## config.mk

```make
export PLATFORM = sky130hd
export DESIGN_NAME = popcnt_rr_arbiter_flat
export DESIGN_NICKNAME = d
export VERILOG_FILES = /design/src/rtl/popcnt_rr_arbiter_if.sv /design/src/rtl/popcnt_rr_arbiter.sv /design/src/flat_wrapper.sv
export SDC_FILE = /design/constraint.sdc
export NUM_CORES = 1
export LEC_CHECK = 0
export CAP_MARGIN = 20
export CORE_ASPECT_RATIO = 0.75
export CORE_MARGIN = 2
export CORE_UTILIZATION = 36
export CTS_CLUSTER_SIZE = 20
export DETAILED_ROUTE_END_ITERATION = 12
export GPL_TIMING_DRIVEN = 0
export PLACE_DENSITY_LB_ADDON = 0.2
export REMOVE_ABC_BUFFERS = 1
export SYNTH_ARGS = -nofsm -noshare
export SYNTH_HDL_FRONTEND = slang
export SYNTH_SLANG_ARGS = --single-unit
```

## constraint.sdc

```tcl
create_clock -name clk -period 2.3 [get_ports clk]
set_input_delay 0.23 -clock clk [delete_from_list [all_inputs] [get_ports clk]]
set_output_delay 0.23 -clock clk [all_outputs]
set_load 0.02 [all_outputs]
```

## src/rtl/popcnt_rr_arbiter_if.sv

```systemverilog
// rtl/popcnt_rr_arbiter_if.sv - requester, counter and response signals of the popcount arbiter
interface popcnt_rr_arbiter_if #(
    parameter int WIDTH   = 8,
    parameter int REQ_CNT = 4
);
    localparam int ID_W = $clog2(REQ_CNT);
    localparam int CW   = $clog2(WIDTH) + 1;

    logic [REQ_CNT*WIDTH-1:0] req_data_i;
    logic [REQ_CNT-1:0]       req_val_i;
    logic [REQ_CNT-1:0]       req_ready_o;
    logic [WIDTH-1:0]         cnt_data_o;
    logic                     cnt_data_val_o;
    logic [CW-1:0]            cnt_data_i;
    logic                     cnt_data_val_i;
    logic [CW-1:0]            resp_data_o;
    logic [ID_W-1:0]          resp_id_o;
    logic                     resp_val_o;
    logic                     tag_err_o;

    modport slave (
        input  req_data_i, req_val_i, cnt_data_i, cnt_data_val_i,
        output req_ready_o, cnt_data_o, cnt_data_val_o,
               resp_data_o, resp_id_o, resp_val_o, tag_err_o
    );

    modport master (
        output req_data_i, req_val_i, cnt_data_i, cnt_data_val_i,
        input  req_ready_o, cnt_data_o, cnt_data_val_o,
               resp_data_o, resp_id_o, resp_val_o, tag_err_o
    );
endinterface

```

## src/rtl/popcnt_rr_arbiter.sv

```systemverilog
// rtl/popcnt_rr_arbiter.sv - round-robin sharing of one external popcount unit
// with a fixed-latency id tag pipeline that labels each returned result.
module popcnt_rr_arbiter #(
    parameter int WIDTH       = 8,
    parameter int REQ_CNT     = 4,
    parameter int CNT_LATENCY = 2
) (
    input  logic               clk,
    input  logic               srst_i,
    popcnt_rr_arbiter_if.slave bus
);
    localparam int ID_W  = $clog2(REQ_CNT);
    localparam int CW    = $clog2(WIDTH) + 1;
    localparam int DEPTH = CNT_LATENCY + 1;

    logic [ID_W-1:0]       ptr_q, ptr_d;
    logic [ID_W-1:0]       winner;
    logic                  found;
    logic                  xfer;
    logic [REQ_CNT-1:0]    ready;
    logic [WIDTH-1:0]      win_word;
    logic [WIDTH-1:0]      cnt_data_q, cnt_data_d;
    logic                  cnt_val_q, cnt_val_d;
    logic [DEPTH-1:0]      tag_val_q, tag_val_d;
    logic [DEPTH*ID_W-1:0] tag_id_q, tag_id_d;
    logic                  last_val;
    logic [ID_W-1:0]       last_id;
    logic [CW-1:0]         resp_data_q, resp_data_d;
    logic [ID_W-1:0]       resp_id_q, resp_id_d;
    logic                  resp_val_q, resp_val_d;
    logic                  tag_err_q, tag_err_d;

    // Rotating search from the pointer; wrap is explicit so non-power-of-two counts work.
    always_comb begin
        logic [ID_W:0] idx;
        found  = 1'b0;
        winner = '0;
        idx    = '0;
        for (int i = 0; i < REQ_CNT; i++) begin
            idx = {1'b0, ptr_q} + (ID_W+1)'(i);
            if (idx >= (ID_W+1)'(REQ_CNT)) begin
                idx = idx - (ID_W+1)'(REQ_CNT);
            end
            if (!found && bus.req_val_i[idx[ID_W-1:0]]) begin
                found  = 1'b1;
                winner = idx[ID_W-1:0];
            end
        end
    end

    always_comb begin
        xfer  = found && !srst_i;
        ready = '0;
        if (xfer) begin
            ready[winner] = 1'b1;
        end

        win_word = '0;
        for (int k = 0; k < REQ_CNT; k++) begin
            if (winner == ID_W'(k)) begin
                win_word = bus.req_data_i[k*WIDTH +: WIDTH];
            end
        end

        ptr_d = ptr_q;
        if (xfer) begin
            ptr_d = (winner == ID_W'(REQ_CNT - 1)) ? '0 : winner + 1'b1;
        end

        cnt_data_d = xfer ? win_word : cnt_data_q;
        cnt_val_d  = xfer;

        // Stage 0 captures the tag on the same edge the word goes to the counter.
        tag_val_d = {tag_val_q[DEPTH-2:0], xfer};
        tag_id_d  = {tag_id_q[(DEPTH-1)*ID_W-1:0], winner};
        last_val  = tag_val_q[DEPTH-1];
        last_id   = tag_id_q[DEPTH*ID_W-1 -: ID_W];

        resp_val_d  = bus.cnt_data_val_i;
        resp_data_d = bus.cnt_data_val_i ? bus.cnt_data_i : resp_data_q;
        resp_id_d   = bus.cnt_data_val_i ? last_id : resp_id_q;
        tag_err_d   = tag_err_q | (bus.cnt_data_val_i != last_val);
    end

    always_ff @(posedge clk) begin
        if (srst_i) begin
            ptr_q       <= '0;
            cnt_data_q  <= '0;
            cnt_val_q   <= 1'b0;
            tag_val_q   <= '0;
            tag_id_q    <= '0;
            resp_data_q <= '0;
            resp_id_q   <= '0;
            resp_val_q  <= 1'b0;
            tag_err_q   <= 1'b0;
        end else begin
            ptr_q       <= ptr_d;
            cnt_data_q  <= cnt_data_d;
            cnt_val_q   <= cnt_val_d;
            tag_val_q   <= tag_val_d;
            tag_id_q    <= tag_id_d;
            resp_data_q <= resp_data_d;
            resp_id_q   <= resp_id_d;
            resp_val_q  <= resp_val_d;
            tag_err_q   <= tag_err_d;
        end
    end

    assign bus.req_ready_o    = ready;
    assign bus.cnt_data_o     = cnt_data_q;
    assign bus.cnt_data_val_o = cnt_val_q;
    assign bus.resp_data_o    = resp_data_q;
    assign bus.resp_id_o      = resp_id_q;
    assign bus.resp_val_o     = resp_val_q;
    assign bus.tag_err_o      = tag_err_q;
endmodule

```

## src/flat_wrapper.sv

```systemverilog
// flat-port wrapper written by rule: the top's interface ports become plain ports
module popcnt_rr_arbiter_flat 
#(
    parameter int WIDTH       = 8,
    parameter int REQ_CNT     = 4,
    parameter int CNT_LATENCY = 2
)
  (clk, srst_i, bus_req_data_i, bus_req_val_i, bus_cnt_data_i, bus_cnt_data_val_i, bus_req_ready_o, bus_cnt_data_o, bus_cnt_data_val_o, bus_resp_data_o, bus_resp_id_o, bus_resp_val_o, bus_tag_err_o);
  popcnt_rr_arbiter_if #(.WIDTH(WIDTH), .REQ_CNT(REQ_CNT)) bus_i ();
  input  logic clk;
  input  logic srst_i;
  input wire logic [$bits(bus_i.req_data_i)-1:0] bus_req_data_i;
  input wire logic [$bits(bus_i.req_val_i)-1:0] bus_req_val_i;
  input wire logic [$bits(bus_i.cnt_data_i)-1:0] bus_cnt_data_i;
  input wire logic [$bits(bus_i.cnt_data_val_i)-1:0] bus_cnt_data_val_i;
  output wire logic [$bits(bus_i.req_ready_o)-1:0] bus_req_ready_o;
  output wire logic [$bits(bus_i.cnt_data_o)-1:0] bus_cnt_data_o;
  output wire logic [$bits(bus_i.cnt_data_val_o)-1:0] bus_cnt_data_val_o;
  output wire logic [$bits(bus_i.resp_data_o)-1:0] bus_resp_data_o;
  output wire logic [$bits(bus_i.resp_id_o)-1:0] bus_resp_id_o;
  output wire logic [$bits(bus_i.resp_val_o)-1:0] bus_resp_val_o;
  output wire logic [$bits(bus_i.tag_err_o)-1:0] bus_tag_err_o;
  assign bus_i.req_data_i = bus_req_data_i;
  assign bus_i.req_val_i = bus_req_val_i;
  assign bus_i.cnt_data_i = bus_cnt_data_i;
  assign bus_i.cnt_data_val_i = bus_cnt_data_val_i;
  assign bus_req_ready_o = bus_i.req_ready_o;
  assign bus_cnt_data_o = bus_i.cnt_data_o;
  assign bus_cnt_data_val_o = bus_i.cnt_data_val_o;
  assign bus_resp_data_o = bus_i.resp_data_o;
  assign bus_resp_id_o = bus_i.resp_id_o;
  assign bus_resp_val_o = bus_i.resp_val_o;
  assign bus_tag_err_o = bus_i.tag_err_o;
  popcnt_rr_arbiter #(.WIDTH(WIDTH), .REQ_CNT(REQ_CNT), .CNT_LATENCY(CNT_LATENCY)) u_core (.clk(clk), .srst_i(srst_i), .bus(bus_i));
endmodule
```

==> impl_metrics.yaml, run 1 <==
floorplanning:
  die_h_um: 56.6
  initial_utilization_pct: 36.9
  ioPinCount: 64
  die_area_um2: 4190
  core_um2: 3590
  die_w_um: 74.1
  rows: 19
synth:
  yosys_register_bits: 27
  yosysSeqAreaShare_pct: 40.8
  yosysWarningCount: 0
  yosysUniqueCellTypes: 31
  synth_cells: 151
  syn_avg_cell_area_um2: 8.78
  syn_area_um2: 1330
timing:
  period_share_pct: 94.1
  max_slew_margin_pct: 57.8
  setup_viol: 0
  min_period_ns: 2.16
  hold_viol: 0
  worst_clock_skew_ns: 0.00620
  final-max-slew-violation-count: 0
  tightest_slew_ns: 0.633
  rsz0062_at_grt: "false"
  fmax_mhz: 462
grt:
  grt_max_degree: 20
  grt_pass1_vias: 1323
  grt.total_usage_pct: 18.6
  grt_pass1_wl_mm: 6.09
  antenna_found_initial: 0
  grt_overflow: 0
finish:
  fillers: 310
  postLayoutCoreUtil_pct: 58.5
  layout.nets: 259
  diodes: 0
  multi_input_area_um2: 742
  final_layout_size_suffix_gt1_share_pct: 12.8
  areaGrowthSynthToFinish_pct: 58.2
  seqCellArea_um2: 544
worst_setup_path:
  crit_type: "flip-flop to output pin"
  cp_max_fo: 6
  cp_data_arrival_time_ns: 1.93
  cp-end-kind: "output pin"
  critPathLaunchType: "flip-flop"
  reg2reg_depth: 9
  required_ns: 2.07
job:
  cap_violations: 0
route:
  avgViaCountPerCell: 5.09
  vias: 1339
  drt-total-wl_mm: 3.63
  antenna_left: 0
  routedWlPerCell_um: 13.8
  drt-initial-drc-count: 41
  route.detailed.drc: 0
  first_pass_iters: 4
pwr:
  p_per_area_nw_per_um2: 640
  switchingPower_uw: 428
  p_leak_uw: 0.000842
  combPwrFrac_pct: 38.8
  power_frac_seq_pct: 40.6
  clockPowerShare_pct: 20.5
  p_int_uw: 914
  ir_worst_vdd_v: 0.000362
  p_sw_share_pct: 31.9
  p_total_uw: 1340
hold_path:
  hold_path.class: "flip-flop to flip-flop"
  holdPathStages: 1
placed_design:
  io_buffers: 63
  gp_congestion: 0.779
  place_hpwl_mm: 2.47
cts:
  clkTransAtPathRegs_ns: 0.10
  cts.sinks: 27
  clockBufferDepth: 2
  clk_root_buffer_cell: "clkbuf_8"
  htreeDepth: 1
  cts_buffers: 3
  cts_tree: "yes"
  clock_latency_ns: 0.27
  cts_hold_buffers: 0
status:
  status: "finished, final reports clean"
[power by group through the flow]
stage / combinational (uW) / sequential, uW / clock, uW
detailed placement: 463 / 556 / 0
CTS: 502 / 546 / 283
floorplan: 211 / 595 / 0
global route: 562 / 553 / 306
global placement: 455 / 553 / 0
finish: 521 / 546 / 275
[path summary, 6_finish.rpt]
check | start | end | slack, ns
worst min register to register | u_core.tag_val_q[1] | u_core.tag_val_q[2] | 0.44
worst max-delay path | u_core.ptr_q[1] | bus_req_ready_o[3] | 0.14
worst max register to register | u_core.ptr_q[1] | u_core.bus.cnt_data_o[7] | 0.28
worst min-delay path | u_core.tag_val_q[1] | u_core.tag_val_q[2] | 0.44
[logic make-up after synthesis]
logic type,count (synthesis),synth area share [%]
fa+ha+maj,4,3.77
buf+inv,23,9.25
compound gates,50,23.5
xor+xnor,1,0.660
simple gates,39,16.8
mux,7,5.28
flops,27,40.8
[critical path: stages, from the launching register on]
cell and delay (ns):
dfxtp_4 0.39, a21oi_1 0.07, o21a_1 0.24, o22a_2 0.28, ha_2 0.20, and3_1 0.15
dlygate4sd2_1 0.32
[Yosys cell counts]
cell | count | area share (%)
o21ai_1 | 4 | 1.5
or4_4 | 1 | 0.85
o221a_2 | 1 | 0.85
nand3b_1 | 8 | 4.5
nor4_1 | 2 | 0.94
dfxtp_1 | 27 | 41
o22ai_1 | 1 | 0.47
buf_1 | 1 | 0.28
ha_1 | 4 | 3.8
nor2b_1 | 7 | 3.3
mux2i_1 | 7 | 5.3
a21oi_1 | 29 | 11
clkbuf_4 | 1 | 0.57
o21ai_0 | 3 | 1.1
o31a_1 | 1 | 0.66
nor3_1 | 1 | 0.38
clkbuf_1 | 2 | 0.57
a221o_1 | 8 | 6.0
o21a_1 | 1 | 0.57
nand2_1 | 3 | 0.85
or3_1 | 1 | 0.47
nand2b_1 | 1 | 0.47
xor2_1 | 1 | 0.66
o21ai_2 | 1 | 0.66
buf_4 | 1 | 0.57
inv_1 | 10 | 2.8
buf_2 | 5 | 1.9
nor2_1 | 11 | 3.1
o22a_1 | 1 | 0.66
buf_6 | 3 | 2.5
and3_1 | 4 | 1.9
[cell type report]
class / instances / area share [%]
Clock inverter: 1 / 0.358
Multi-Input combinational cell: 101 / 35.4
Tap cell: 52 / 3.10
Clock buffer: 3 / 1.97
Inverter: 10 / 1.79
Timing Repair Buffer: 69 / 31.5
Sequential cell: 27 / 25.9
[flip-flops by register name, summed over array words and instances, names as in the netlist]
name,flops
u_core.bus.resp_id_o,2
u_core.ptr_q,2
u_core.bus.resp_val_o,1
u_core.tag_id_q,6
u_core.bus.resp_data_o,4
u_core.bus.cnt_data_o,8
u_core.bus.tag_err_o,1
u_core.tag_val_q,3
[layer usage]
metal | share of wire (%) | GRT usage (%) | wire length, um
met1 | 44 | 23.9 | 1590
met5 | 0 | 0 | 0
met2 | 49 | 31.5 | 1780
met4 | 1.9 | 4.68 | 69
met3 | 5.2 | 3.95 | 187
[layout by cell type (no fill, tap or decap), types with 6 or more instances in the layout]
cell,count
a221o_1,8
a21oi_1,27
mux2i_1,7
inv_1,10
buf_4,6
dlygate4sd2_1,6
nor2b_1,7
nor2_1,11
dfxtp_1,26
nand3b_1,8
clkdlybuf4s50_1,54
[stage by stage]
| stage | TNS (ns) | hold WS (ns) | cell area, um2 | std cells | setup WS [ns] |
|---|---|---|---|---|---|
| floorplan | 0 | 0.299 | 1240 | 138 | 0.359 |
| global placement | -4.40 | 0.421 | 1940 | 253 | -0.631 |
| detailed placement | -4.24 | 0.428 | 1950 | 254 | -0.681 |
| CTS | -0.0128 | 0.451 | 2080 | 262 | -0.0128 |
| global route | 0 | 0.459 | 2100 | 263 | 0.0493 |
| finish | 0 | 0.443 | 2100 | 263 | 0.136 |
[timing repair]
action                     in CTS  in global routing
setup endpoints to repair       4                  4
pin swaps                       2                  1
setup buffers                   4                  1
resized for setup              21                  8
No activity file was read; power rests on OpenSTA's default activity.
==> run 2, diff against run 1 <==
--- a/config.mk
+++ b/config.mk
@@ -5,10 +5,11 @@
 export SDC_FILE = /design/constraint.sdc
 export NUM_CORES = 1
 export LEC_CHECK = 0
+export ABC_CLOCK_PERIOD_IN_PS = 2700
 export CAP_MARGIN = 20
 export CORE_ASPECT_RATIO = 0.75
 export CORE_MARGIN = 2
-export CORE_UTILIZATION = 36
+export CORE_UTILIZATION = 43
 export CTS_CLUSTER_SIZE = 20
 export DETAILED_ROUTE_END_ITERATION = 12
 export GPL_TIMING_DRIVEN = 0
==> constraint.sdc (replaced) <==
create_clock -name clk -period 2.7 [get_ports clk]
set_input_delay 0.27 -clock clk [delete_from_list [all_inputs] [get_ports clk]]
set_output_delay 0.27 -clock clk [all_outputs]
set_load 0.02 [all_outputs]
==> impl_metrics.yaml, run 2 (synthesized netlist as in run 1, its figures left out) <==
cts:
  htreeDepth: 1
  clockBufferDepth: 2
  clock_latency_ns: 0.27
  cts.sinks: 27
  clkTransAtPathRegs_ns: 0.09
  cts_hold_buffers: 0
  cts_buffers: 3
  clk_root_buffer_cell: "clkbuf_8"
  cts_tree: "yes"
timing:
  setup_tns_ns: 0
  final-max-slew-violation-count: 0
  worst_clock_skew_ns: 0.00500
  max_slew_margin_pct: 56.2
  tightest_slew_ns: 0.656
  min_period_ns: 2.63
  fmax_mhz: 380
  hold_viol: 0
  period_share_pct: 97.5
  setup_ws_ns: 0.0669
  setup_viol: 0
route:
  first_pass_iters: 4
  avgViaCountPerCell: 5.42
  drt-total-wl_mm: 3.99
  vias: 1349
  antenna_left: 0
  route.detailed.drc: 0
  routedWlPerCell_um: 16.0
  drt-initial-drc-count: 54
worst_setup_path:
  cp_max_fo: 17
  required_ns: 2.43
  critPathLaunchType: "primary input"
  crit_type: "primary input to output pin"
  cp-end-kind: "output pin"
  cp_data_arrival_time_ns: 2.36
  reg2reg_depth: 8
floorplanning:
  die_w_um: 68.1
  ioPinCount: 64
  rows: 17
  die_h_um: 52.1
  initial_utilization_pct: 45.2
  die_area_um2: 3550
  core_um2: 2940
pwr:
  p_leak_uw: 0.000881
  p_per_area_nw_per_um2: 548
  p_total_uw: 1150
  ir_worst_vdd_v: 0.000354
grt:
  grt_max_degree: 20
  met3_usage_pct: 6.28
  grt_pass1_vias: 1348
  grt_pass1_wl_mm: 6.37
  grtUsageMet1_pct: 27.4
  grt.total_usage_pct: 24.5
  grt.busiest_layer: "met2"
  grt_overflow: 0
  antenna_found_initial: 0
  use_met2_pct: 45.3
status:
  status: "finished, final reports clean"
placed_design:
  gp_congestion: 0.769
  dpl-instance-area_um2: 1930
  io_buffers: 63
  pre_cts_slack_ns: -0.450
  place_hpwl_mm: 2.66
finish:
  mostFrequentLayoutCells: "56 x clkdlybuf4s50_1, 27 x a21oi_1, 26 x dfxtp_1"
  fillers: 210
  areaGrowthSynthToFinish_pct: 58.7
  final_layout_size_suffix_gt1_share_pct: 12.3
  multi_input_area_um2: 743
  fin_area_um2: 2100
  seqCellArea_um2: 542
  final_common_cell: "clkdlybuf4s50_1"
  largest_reg_flops: 8
  layout.nets: 259
  diodes: 0
hold_path:
  hold_path.class: "flip-flop to flip-flop"
  holdPathStages: 1
job:
  cap_violations: 0
## run 2: cell count changes in the layout (fill, tap and decap cells not counted), sizes merged
cell	delta
clkdlybuf4s50	+2
dlygate4sd2	-4
clkbuf	-2
dlymetal6s2s	+4
## run 2: timing repair
action / CTS / global route
pin swaps: 2 / 3
endpoints found under the setup margin: 4 / 3
gates resized for setup: 16 / 7
buffers inserted: 1 / 4
## run 2: critical path: stages
cell and delay, ns:
clkdlybuf4s50_1 0.51, mux2i_2 0.24, nor2_2 0.10, or3_1 0.46, ha_4 0.26, and3_1 0.19
dlygate4sd2_1 0.32
## run 2: stage by stage
step | instances | util (%) | hold WS, ns
finish | 249 | 71.7 | 0.448
global route | 249 | 71.7 | 0.459
CTS | 245 | 70.0 | 0.450
global placement | 239 | 65.4 | 0.421
floorplan | 138 | - | 0.339
detailed placement | 240 | 65.9 | 0.429
## run 2: layout make-up
| type | count | share of cell area, % |
|---|---|---|
| Inverter | 10 | 1.78 |
| Timing Repair Buffer | 69 | 32.6 |
| Tap cell | 38 | 2.26 |
| Sequential cell | 27 | 25.7 |
| Multi-Input combinational cell | 101 | 35.3 |
| Clock buffer | 3 | 1.96 |
| Clock inverter | 1 | 0.357 |
## run 2: where the power goes
| group | switching, uW | internal [uW] | leakage, uW | total [uW] |
|---|---|---|---|---|
| Sequential | 26.1 | 442 | 0.000223 | 468 |
| Clock | 125 | 105 | 0.0000217 | 230 |
| Combinational | 217 | 238 | 0.000636 | 455 |
## run 2: final timing paths
| path | startpoint | slack [ns] | to |
|---|---|---|---|
| setup / recovery | bus_req_val_i[2] | 0.07 | bus_req_ready_o[2] |
| hold reg to reg | u_core.tag_val_q[1] | 0.45 | u_core.tag_val_q[2] |
| hold / removal | u_core.tag_val_q[1] | 0.45 | u_core.tag_val_q[2] |
| setup reg to reg | u_core.ptr_q[1] | 0.60 | u_core.bus.cnt_data_o[5] |
## run 2: routing by layer
metal,wire [um],up-vias
li1,-,655
met2,2030,47
met5,0,-
met3,223,13
met4,104,0
met1,1630,634
